<file path="src/rtl/sound_cmd_latch.sv">
// Sound-CPU end of the main->sound command path: command latch plus Z80 mode-0 INT/vector.
// Define SND_CMD_FIFO_EN to replace the single latch with a 2**FIFO_AW-entry command FIFO.
module sound_cmd_latch #(
  parameter logic [7:0] VEC_BASE = 8'hFF,
  parameter logic [7:0] VEC_YM   = 8'hEF,
  parameter logic [7:0] VEC_CMD  = 8'hDF
`ifdef SND_CMD_FIFO_EN
  , parameter int unsigned FIFO_AW = 2
`endif
) (
  input  logic       CLK_32M,
  input  logic       RESET_N,
  input  logic       CE_SND,
  input  logic [7:0] MAIN_DIN,
  input  logic       MAIN_WR,
  output logic       MAIN_BUSY,
  output logic [7:0] SND_DOUT,
  input  logic       SND_ACK,
  input  logic       SND_IACK,
  output logic [7:0] SND_VECTOR,
  output logic       SND_INT_N,
  input  logic       YM_IRQ_N,
  output logic       OVERRUN
);

  logic [1:0] ym_sync_q;
  logic       ym_pend;
  logic       pending;
  logic       busy_q, busy_d;
  logic       overrun_q, overrun_d;
  logic       int_n_q, int_n_d;
  logic [7:0] vec_q, vec_d;

  // YM IRQ is asynchronous to CLK_32M: two-flop synchroniser, idle high
  always_ff @(posedge CLK_32M or negedge RESET_N) begin
    if (!RESET_N) ym_sync_q <= 2'b11;
    else          ym_sync_q <= {ym_sync_q[0], YM_IRQ_N};
  end

  assign ym_pend = ~ym_sync_q[1];

`ifdef SND_CMD_FIFO_EN
  localparam int unsigned DEPTH = 1 << FIFO_AW;
  localparam int unsigned CW    = FIFO_AW + 1;

  logic [7:0]         mem_q [DEPTH];
  logic [FIFO_AW-1:0] wr_ptr_q, wr_ptr_d;
  logic [FIFO_AW-1:0] rd_ptr_q, rd_ptr_d;
  logic [CW-1:0]      count_q, count_d;
  logic               full, push, pop;

  // A full FIFO still accepts a push when the same cycle pops an entry
  always_comb begin
    full      = (count_q == CW'(DEPTH));
    pop       = SND_ACK && (count_q != '0);
    push      = MAIN_WR && (!full || pop);
    wr_ptr_d  = push ? wr_ptr_q + FIFO_AW'(1) : wr_ptr_q;
    rd_ptr_d  = pop  ? rd_ptr_q + FIFO_AW'(1) : rd_ptr_q;
    count_d   = count_q;
    if (push && !pop)      count_d = count_q + CW'(1);
    else if (pop && !push) count_d = count_q - CW'(1);
    overrun_d = overrun_q;
    if (count_d == '0)           overrun_d = 1'b0;
    else if (MAIN_WR && !push)   overrun_d = 1'b1;
    busy_d    = (count_d == CW'(DEPTH));
  end

  always_ff @(posedge CLK_32M or negedge RESET_N) begin
    if (!RESET_N) begin
      mem_q    <= '{default: '0};
      wr_ptr_q <= '0;
      rd_ptr_q <= '0;
      count_q  <= '0;
    end else begin
      if (push) mem_q[wr_ptr_q] <= MAIN_DIN;
      wr_ptr_q <= wr_ptr_d;
      rd_ptr_q <= rd_ptr_d;
      count_q  <= count_d;
    end
  end

  assign pending  = (count_q != '0);
  assign SND_DOUT = mem_q[rd_ptr_q];
`else
  logic       pending_q, pending_d;
  logic [7:0] data_q, data_d;

  // Write beats ack; an ack (alone or with a write) always clears overrun
  always_comb begin
    pending_d = pending_q;
    data_d    = data_q;
    overrun_d = overrun_q;
    if (MAIN_WR) begin
      data_d    = MAIN_DIN;
      pending_d = 1'b1;
      overrun_d = SND_ACK ? 1'b0 : (overrun_q | pending_q);
    end else if (SND_ACK) begin
      pending_d = 1'b0;
      overrun_d = 1'b0;
    end
    busy_d = pending_d;
  end

  always_ff @(posedge CLK_32M or negedge RESET_N) begin
    if (!RESET_N) begin
      pending_q <= 1'b0;
      data_q    <= 8'h00;
    end else begin
      pending_q <= pending_d;
      data_q    <= data_d;
    end
  end

  assign pending  = pending_q;
  assign SND_DOUT = data_q;
`endif

  // INT/vector move only on Z80 clock enables and hold through an IACK cycle
  always_comb begin
    vec_d   = vec_q;
    int_n_d = int_n_q;
    if (CE_SND && !SND_IACK) begin
      vec_d   = VEC_BASE & (ym_pend ? VEC_YM : 8'hFF) & (pending ? VEC_CMD : 8'hFF);
      int_n_d = ~(pending | ym_pend);
    end
  end

  always_ff @(posedge CLK_32M or negedge RESET_N) begin
    if (!RESET_N) begin
      busy_q    <= 1'b0;
      overrun_q <= 1'b0;
      int_n_q   <= 1'b1;
      vec_q     <= VEC_BASE;
    end else begin
      busy_q    <= busy_d;
      overrun_q <= overrun_d;
      int_n_q   <= int_n_d;
      vec_q     <= vec_d;
    end
  end

  assign MAIN_BUSY  = busy_q;
  assign OVERRUN    = overrun_q;
  assign SND_INT_N  = int_n_q;
  assign SND_VECTOR = vec_q;

endmodule
</file>
<file path="config.mk">
export PLATFORM = sky130hd
export DESIGN_NAME = sound_cmd_latch
export DESIGN_NICKNAME = d
export VERILOG_FILES = /design/src/rtl/sound_cmd_latch.sv
export SDC_FILE = /design/constraint.sdc
export NUM_CORES = 1
export LEC_CHECK = 0
export ABC_AREA = 1
export CAP_MARGIN = 20
export CELL_PAD_IN_SITES_DETAIL_PLACEMENT = 2
export CELL_PAD_IN_SITES_GLOBAL_PLACEMENT = 2
export CORE_MARGIN = 4
export CORE_UTILIZATION = 18
export DETAILED_ROUTE_END_ITERATION = 7
export PLACE_DENSITY_LB_ADDON = 0.15
export SYNTH_ARGS = -nofsm -noshare
export SYNTH_HDL_FRONTEND = slang
export SYNTH_SLANG_ARGS = --single-unit
</file>
<file path="constraint.sdc">
create_clock -name CLK_32M -period 0.95 [get_ports CLK_32M]
set_clock_uncertainty 0.2 [all_clocks]
set_input_delay 0.1425 -clock CLK_32M [delete_from_list [all_inputs] [get_ports CLK_32M]]
set_output_delay 0.1425 -clock CLK_32M [all_outputs]
set_load 0.05 [all_outputs]
</file>
==> run summary <==
Post-layout minimum cycle time = 1.34 ns
Number of pins with negative max-slew slack in the final report = 0
Detailed placement HPWL = 1370 µm
Final Power = 1810 µW
Post-route setup TNS = -4.05 ns
Kind of cell with the highest combined delay on the critical path = flip-flops
Max Clock Freq = 747 MHz
Endpoint of the worst setup timing path = SND_VECTOR[4]
Final setup violating endpoints = 17
Most used routing layer = met2
Most area-hungry cell type in the Yosys netlist = dfrtp_1
Filler cell count in the final layout = 375
Fraction of layout instances using a drive strength above 1 = 45.7%
M3 GR Usage = 3.00%
Total number of H-tree levels = 1
Crit-path slowest cell = dfstp_2
Least setup slack across all paths after layout = -0.388 ns
Cell breakdown of the critical path = buf_12
Warnings, synthesis = 0
CP required = 0.61 ns
Gate count of the mapped netlist = 69
Antenna violations before repair = 0
Crit Path Category = flip-flop to primary output
Detail Route Antenna Nets = 0
Drt pass-1 iters = 2
Routability Congestion = 0.642
Bufs on Longest Clock Path = 2
Ratio of total power to cell area = 1530 nW/µm²
Ratio of final minimum period to clock period = 141%
Clock transition at the registers of the reported paths = 0.10 ns
Via count = 550
# rows = 21
Launching element type of the critical path = flip-flop
Worst min-delay path category = input pin to asynchronous set/reset pin
Clk sink count = 15
Sequential cell area fraction in the yosys report = 59.8%
Number of antenna repair diodes = 0
Top cells by instance count after synthesis = 35 x nand2_1, 10 x dfrtp_1, 6 x buf_4, 5 x dfstp_2, 4 x inv_1
Setup repair after global routing missed its margin = yes
Cell Area, Synth = 638 µm²
Die ar. = 4560 µm²
Wire length of the first global-routing pass = 2870 µm
CP max FO = 2
Number of storage elements in the synthesis netlist = 15
Via density = 3.64
Mapped Avg Cell Area = 9.25 µm²
Worst hold margin = -0.0317 ns
CTS tree = built
Worst Reg-to-Reg Cells = 4
EDFF count, synth = 0
Main synth FF type = dfrtp_1
Global-route track usage on met2 = 14.1%
Synthesis-to-layout area growth = 86.3%
Post-layout nets = 121
Die outline height = 67.5 µm
Most frequent cell after synthesis = nand2_1
Vias in the first global route = 593
Largest incremental delay on the critical path = 0.57 ns
Bufs and invs on worst path = 1
GRT Overall Usage = 8.78%
Launching point of the worst reg2reg path = MAIN_BUSY$_DFFE_PN0P_
WL/cell = 11.2 µm
Failing checks = hold timing, setup timing
Reported max-cap violation count = 0
Met1 global-route usage = 10.3%
Critical Path Source = SND_VECTOR[4]$_DFFE_PN1P_
Initial detailed-routing violation count = 3
Final hold violation count = 10
Synth area leaders = dfrtp_1 39%, dfstp_2 21%, nand2_1 21%
Residual DRC = 0
Sort of element at the end of the critical path = primary output
Number of buffer cells added on primary ports = 27
Arrival @ worst endpoint = 1.00 ns
Register-to-register setup slack = -0.08 ns
Outcome = finished with violations
Skew-Pair Late Insertion Delay = 0.29 ns
Total leakage power = 0.000567 µW
Cell at the root of the clock tree = clkbuf_4
Die width = 67.5 µm
Number of top-level pins = 34
Number of buffers added by the clock tree synthesis step = 3
Depth of the critical timing path with buffers and inverters included = 1
Maximum vdd drop = 0.511 mV
Starting utilization of the core area = 18.8%
Area fraction of the dominant cell type after synthesis = 39.2%
Total wirelength of the detailed-routed design = 1700 µm
Overflow after GRT = 0
End of the worst register-to-register path = SND_INT_N$_DFFE_PN1P_
Largest net degree at the start of global routing = 16
Post-synth cell types = 14
Proportion of synthesized flip-flops having asynchronous set or reset = 100%
Total core area = 3390 µm²
[worst min path at each step]
stage | start | slack (ns) | depth (start not counted) | end
detailed placement | ym_sync_q[0]$_DFF_PN1_ | 0.15 | 0 | ym_sync_q[1]$_DFF_PN1_
global route | RESET_N | -0.04 | 2 | SND_DOUT[6]$_DFFE_PN0P_
floorplan | RESET_N | -0.35 | 0 | MAIN_BUSY$_DFFE_PN0P_
finish | RESET_N | -0.03 | 2 | SND_DOUT[6]$_DFFE_PN0P_
CTS | RESET_N | -0.04 | 2 | SND_DOUT[6]$_DFFE_PN0P_
global placement | ym_sync_q[0]$_DFF_PN1_ | 0.15 | 0 | ym_sync_q[1]$_DFF_PN1_
[per-layer routing]
metal	up-vias	routed length, µm
li1	262	-
met2	26	816
met5	-	0
met3	4	151
met1	258	692
met4	0	36
[cell families after synthesis]
group,after synthesis,synth area share [%]
buffers and inverters,13,13.5
and+or+nand+nor,39,24.7
AOI/OAI and AO/OA,1,1.37
DFF,15,59.8
other,1,0.588
[placed cells by master, fill, tap and decap left out, drive strengths merged]
cell / netlist / final
conb: 1 / 6
nand3: 1 / 1
o21ai: 1 / 1
clkbuf: 0 / 3
clkinv: 0 / 1
inv: 6 / 6
nand2: 36 / 36
dfrtp: 10 / 10
clkdlybuf4s50: 0 / 13
buf: 7 / 20
dlymetal6s2s: 0 / 1
nor2: 2 / 2
dfstp: 5 / 5
[repair_timing]
| item | 4_1_cts | 5_1_grt |
|---|---|---|
| resized for setup | 4 | 4 |
| pin swaps | 1 | 2 |
| buffers inserted | 2 | 1 |
| endpoints found under the hold margin | 10 | 10 |
| setup endpoints to repair | 15 | 26 |
[power by group]
part | switching (µW) | internal [µW]
Clock | 221 | 157
Sequential | 61.0 | 716
Combinational | 350 | 308
Total | 632 | 1180
[area by class of cell]
cell class | count | area, µm² | area share, %
Multi-Input combinational cell | 46 | 201 | 16.9
Tap cell | 46 | 57.6 | 4.84
Sequential cell | 15 | 394 | 33.2
Inverter | 6 | 32.5 | 2.74
Timing Repair Buffer | 34 | 475 | 40.0
Clock buffer | 3 | 22.5 | 1.89
Clock inverter | 1 | 5.00 | 0.421
[state kept, by name, summed over array words and instances (netlist names)]
signal      cells
SND_INT_N       1
OVERRUN         1
SND_DOUT        8
SND_VECTOR      2
ym_sync_q       2
MAIN_BUSY       1
[stage by stage]
stage | util (%) | area [µm²] | setup slack (ns) | instances
floorplan | - | 674 | -0.109 | 74
global placement | 33.2 | 1130 | -0.291 | 145
detailed placement | 33.2 | 1130 | -0.329 | 145
CTS | 34.8 | 1180 | -0.411 | 151
global route | 35.1 | 1190 | -0.418 | 151
finish | 35.1 | 1190 | -0.388 | 151
No activity file was read; power rests on OpenSTA's default activity.
